`src/rtl/ysyx_22040931_rf_wb_arbiter.sv`:
```
// Write-back arbiter and register scoreboard for the 32x64 integer regfile.
// Optional feature: define YSYX_22040931_WB_BYPASS_EN to add write-cycle bypass outputs.
module ysyx_22040931_rf_wb_arbiter #(
  parameter int NREQ        = 3,
  parameter int DATA_W      = 64,
  parameter int ROUND_ROBIN = 1
) (
  input  logic                   clock_i,
  input  logic                   reset_i,
  input  logic [NREQ-1:0]        req_valid_i,
  output logic [NREQ-1:0]        req_ready_o,
  input  logic [5*NREQ-1:0]      req_addr_i,
  input  logic [DATA_W*NREQ-1:0] req_data_i,
  output logic                   rf_w_ena_o,
  output logic [4:0]             rf_w_addr_o,
  output logic [DATA_W-1:0]      rf_w_data_o,
  input  logic                   sb_set_i,
  input  logic [4:0]             sb_addr_i,
  input  logic [4:0]             rs1_addr_i,
  input  logic [4:0]             rs2_addr_i,
`ifdef YSYX_22040931_WB_BYPASS_EN
  output logic                   byp1_valid_o,
  output logic                   byp2_valid_o,
  output logic [DATA_W-1:0]      byp1_data_o,
  output logic [DATA_W-1:0]      byp2_data_o,
`endif
  output logic                   hazard1_o,
  output logic                   hazard2_o
);

  localparam int PW = (NREQ > 1) ? $clog2(NREQ) : 1;

  logic [PW-1:0]     ptr_q, ptr_d, gidx;
  logic              gany;
  logic [NREQ-1:0]   gnt;
  logic [4:0]        sel_addr;
  logic [DATA_W-1:0] sel_data;
  logic              rf_w_ena_q;
  logic [4:0]        rf_w_addr_q;
  logic [DATA_W-1:0] rf_w_data_q;
  logic [31:0]       busy_q, busy_d;

  // Two-pass search: indices at/above the pointer first, then wrap to the ones below.
  always_comb begin
    gnt  = '0;
    gany = 1'b0;
    gidx = '0;
    if (!reset_i) begin
      for (int i = 0; i < NREQ; i++)
        if (!gany && req_valid_i[i] && (ROUND_ROBIN == 0 || i >= int'(ptr_q))) begin
          gany = 1'b1;
          gidx = PW'(i);
        end
      if (ROUND_ROBIN != 0)
        for (int i = 0; i < NREQ; i++)
          if (!gany && req_valid_i[i] && i < int'(ptr_q)) begin
            gany = 1'b1;
            gidx = PW'(i);
          end
      if (gany) gnt[gidx] = 1'b1;
    end
  end

  assign sel_addr    = req_addr_i[5*gidx +: 5];
  assign sel_data    = req_data_i[DATA_W*gidx +: DATA_W];
  assign ptr_d       = !gany ? ptr_q : (gidx == PW'(NREQ-1)) ? '0 : gidx + PW'(1);
  assign req_ready_o = gnt;

  // Set is applied after clear so a newer producer for the same register wins.
  always_comb begin
    busy_d = busy_q;
    if (rf_w_ena_q) busy_d[rf_w_addr_q] = 1'b0;
    if (sb_set_i && sb_addr_i != 5'd0) busy_d[sb_addr_i] = 1'b1;
    busy_d[0] = 1'b0;
  end

  always_ff @(posedge clock_i) begin
    if (reset_i) begin
      rf_w_ena_q  <= 1'b0;
      rf_w_addr_q <= '0;
      rf_w_data_q <= '0;
      busy_q      <= '0;
      ptr_q       <= '0;
    end else begin
      // x0 grants are consumed but never reach the regfile
      rf_w_ena_q <= gany && (sel_addr != 5'd0);
      if (gany) begin
        rf_w_addr_q <= sel_addr;
        rf_w_data_q <= sel_data;
      end
      busy_q <= busy_d;
      ptr_q  <= (ROUND_ROBIN != 0) ? ptr_d : '0;
    end
  end

  assign rf_w_ena_o  = rf_w_ena_q;
  assign rf_w_addr_o = rf_w_addr_q;
  assign rf_w_data_o = rf_w_data_q;

`ifdef YSYX_22040931_WB_BYPASS_EN
  assign byp1_valid_o = rf_w_ena_q && (rf_w_addr_q == rs1_addr_i) && (rs1_addr_i != 5'd0);
  assign byp2_valid_o = rf_w_ena_q && (rf_w_addr_q == rs2_addr_i) && (rs2_addr_i != 5'd0);
  assign byp1_data_o  = rf_w_data_q;
  assign byp2_data_o  = rf_w_data_q;
  assign hazard1_o    = busy_q[rs1_addr_i] && (rs1_addr_i != 5'd0) && !byp1_valid_o;
  assign hazard2_o    = busy_q[rs2_addr_i] && (rs2_addr_i != 5'd0) && !byp2_valid_o;
`else
  assign hazard1_o    = busy_q[rs1_addr_i] && (rs1_addr_i != 5'd0);
  assign hazard2_o    = busy_q[rs2_addr_i] && (rs2_addr_i != 5'd0);
`endif

endmodule

```
`config.mk`:
```
export PLATFORM = sky130hd
export DESIGN_NAME = ysyx_22040931_rf_wb_arbiter
export DESIGN_NICKNAME = d
export VERILOG_FILES = /design/src/rtl/ysyx_22040931_rf_wb_arbiter.sv
export SDC_FILE = /design/constraint.sdc
export NUM_CORES = 1
export LEC_CHECK = 0
export BUFFER_PORTS_ARGS = -buffer_cell sky130_fd_sc_hd__buf_4
export CORE_ASPECT_RATIO = 1.1
export CORE_UTILIZATION = 25
export DETAILED_ROUTE_END_ITERATION = 8
export PLACE_DENSITY = 0.61
export SKIP_CTS_REPAIR_TIMING = 1
export SYNTH_ARGS = -nofsm -noshare
export SYNTH_HDL_FRONTEND = slang
export SYNTH_SLANG_ARGS = --single-unit
```
`constraint.sdc`:
```
create_clock -name clock_i -period 4.71 [get_ports clock_i]
set_clock_uncertainty 0.1 [all_clocks]
set_input_delay 1.413 -clock clock_i [delete_from_list [all_inputs] [get_ports clock_i]]
set_output_delay 1.413 -clock clock_i [all_outputs]
set_load 0.005 [all_outputs]
```
==> key figures <==
Setup path
  • Critical path's slowest cell: or4_1
  • Critical path arrival: between 2 and 3 ns
  • Kind of critical path: in -> out
  • Worst path top cell family by delay: simple AND/OR/NAND/NOR gates
  • Crit path cell chain: buf_4, mux4_2, nor3b_1, or4_1, o211ai_1, buf_4
  • Crit path largest cell delay: ~0.5 ns
  • Worst Setup End Kind: primary output
  • Required @ worst endpoint: roughly 3.2 ns
  • CP bufs+invs: 2
  • Crit-path most repeated cell: buf_4
  • CP startpoint kind: primary input
  • Crit Path Max Fanout: 12

GRT
  • Gr usage total: around a fifth
  • Initial antenna violation count: 3
  • Number of global-route vias before repair: roughly 6700
  • Total gr overflow: 0
  • First-pass GRT wire length: about 38000 um
  • Pin count of the biggest net entering global routing: between 70 and 80

Pwr
  • Share of power burned in registers: a little over two fifths
  • Switching share of total power: 28.8%
  • VDD IR max: about 0.16 mV
  • Pwr/cell area: 267 nW/um2
  • Clk pwr share: 32.8%
  • Static Leak: 3.36 nW
  • Final Power: about 0.0022 W
  • Logic pwr share: a little under a quarter
  • Internal Power: around 0.0016 W
  • Psw: 0.000643 W

Die
  • Die Wd: between 100 and 150 um
  • Ports: ~300
  • Die Y: 160 um
  • Starting density of the core: about a quarter
  • Rows: 57
  • Core Region: about 22000 um2
  • Die area: between 20000 and 25000 um2

Logic synthesis
  • Avg Inst Size Synth: 7.83 um2
  • Synth Instances: about 720
  • Synth top area cells: dfxtp_1 (36%), a31oi_1 (12%), nand2_1 (8.3%)
  • Area leader, netlist: dfxtp_1
  • Yosys warnings: 0
  • Syn Nets: between 900 and 1000
  • Post-synthesis async set-or-reset flop share: 0%
  • Post-synthesis sequential area ratio: a little over a third
  • Ys flop type: dfxtp_1
  • #FFs+latches synth: approximately 100
  • Post-synth EDFFs: 0
  • Top-count cell post-synth: nand2_1
  • Synth cell types: 42
  • Yosys top cell area share: between 30 and 40%
  • Mapped Area: around 5700 um2
  • Post-synth top cells: nand2_1 (125), a31oi_1 (107), dfxtp_1 (103)

Drt
  • Routed wire length: 24200 um
  • WL/cell: 19.1 um
  • Vias: just under 7000
  • Drt drc: 0
  • Drt first pass iters: 4
  • Final ANT Viol Nets: 0
  • Vias per cell: between 5 and 6
  • 1st-iter DRT viols: 494

STA
  • Setup violators final: 0
  • Fmax: 234 MHz
  • Slew margin rel.: 23.7%
  • Final hold slack: approximately 0.39 ns
  • RSZ-0062 raised after global routing: no
  • Fin crit share: about nine tenths
  • Final Max Slew Viols: 0
  • Final hold violation count: 0
  • Measured slew at the worst slew-check pin: 1.14 ns
  • Final min period: approximately 4.3 ns
  • Setup TNS: 0 ns

Clock network
  • Clk buf depth: 2
  • Clock Sinks: about 100
  • H-tree depth: 3
  • Later-pin clock latency in the skew report: about 0.35 ns
  • CTS root buf: clkbuf_16
  • TritonCTS buffer count: 9
  • Reg clk slew, reported paths: approximately 0.080 ns
  • CTS tree: built

Placed design
  • PortBufs: between 300 and 400
  • Final GP Congestion: around 0.87
  • Hpwl dp: approximately 17000 um

Min path
  • Worst min-delay path category: reg -> reg

Cells and area
  • Fill cell count: approximately 2400
  • Area grow syn2layout: 48.1%
  • Ratio of cells with drive above 1 in the final layout: a little over a third
  • Fin nets: between 1000 and 1500

Flow run
  • Max-Cap Viols: 0

Outcome
  • Outcome: completed
-- cells by family after synthesis --
family	after synthesis	synth area share (%)
flops	103	36.5
buf+inv	81	6.20
compound gates	314	35.2
simple gates	203	16.4
mux	21	5.73
-- layer usage --
layer | global-route usage (%) | vias up | wire (um)
li1 | - | 3254 | -
met1 | 24.1 | 3187 | 9570
met2 | 35.6 | 293 | 12200
met3 | 5.57 | 37 | 1870
met4 | 6.94 | 2 | 546
met5 | 0 | - | 12
-- stage by stage --
stage	area [um2]	setup slack, ns	std cells	utilization (%)
detailed placement	8090	0.428	1254	36.6
finish	8370	0.429	1272	37.9
global placement	8090	0.422	1254	36.6
CTS	8370	0.427	1270	37.9
floorplan	5650	0.692	722	-
global route	8370	0.366	1270	37.9
-- path summary, 6_finish.rpt --
kind / from / end / slack (ns) / cells past startpoint
setup / recovery: rs1_addr_i[0] / hazard1_o / 0.43 / 6
hold / removal: rf_w_data_o[62] / rf_w_data_o[62] / 0.39 / 2
hold reg to reg: rf_w_data_o[62] / rf_w_data_o[62] / 0.39 / 2
setup reg to reg: ptr_q[1] / rf_w_ena_o / 2.39 / 6
-- area by class of cell --
class                   instances  area, um2  share of cell area (%)
diodes                          2       5.00                  0.0598
clock buffers                  11        243                    2.90
clock inverters                 5       40.0                   0.478
inverters                       6       22.5                   0.269
multi-input cells             538       3270                    39.0
flip-flops and latches        103       2060                    24.6
well taps                     295        369                    4.41
repair buffers                312       2370                    28.3
-- registers in the layout, indices dropped and copies added, names as in the netlist --
register and flops:
busy_q 31, ptr_q 2, rf_w_addr_o 5, rf_w_data_o 64, rf_w_ena_o 1
-- power by group through the flow --
| stage | sequential (W) | combinational [W] | clock, W |
|---|---|---|---|
| 2_1_floorplan | 0.000985 | 0.000217 | 0 |
| 3_3_place_gp | 0.000994 | 0.000525 | 0 |
| 3_5_place_dp | 0.000994 | 0.000527 | 0 |
| 4_1_cts | 0.000975 | 0.000528 | 0.000767 |
| 5_1_grt | 0.000984 | 0.000571 | 0.000794 |
| 6_report | 0.000976 | 0.000527 | 0.000732 |
-- placed cells by master (no fill, tap or decap), drive strengths merged --
cell | Yosys | layout
o21ai | 84 | 84
mux2 | 1 | 1
dfxtp | 103 | 103
nor3b | 7 | 7
nand2 | 125 | 125
o21a | 1 | 1
and3b | 2 | 2
or4 | 4 | 4
nand3 | 19 | 19
nand3b | 8 | 8
nand2b | 2 | 2
a311oi | 9 | 9
o311ai | 1 | 1
nor2b | 2 | 2
or3 | 3 | 3
nor3 | 4 | 4
a31oi | 107 | 107
inv | 6 | 8
nor4 | 2 | 2
clkbuf | 52 | 11
o2111a | 1 | 1
and3 | 3 | 3
o2bb2ai | 1 | 1
mux4 | 9 | 9
a21o | 2 | 2
nor4bb | 1 | 1
o211ai | 62 | 62
or3b | 2 | 2
diode | 0 | 2
buf | 23 | 312
a21oi | 31 | 31
a32oi | 14 | 14
clkinv | 0 | 3
mux2i | 11 | 11
o311a | 1 | 1
nand4 | 1 | 1
nor2 | 18 | 18
-- worst reg2reg max path, delay by kind of cell (launching register included) --
kind	cells	cell delay [ns]
buf+inv	2	0.71
compound gates	3	0.64
simple gates	1	0.29
flops	1	0.50
(Power assumes the default switching activity.)
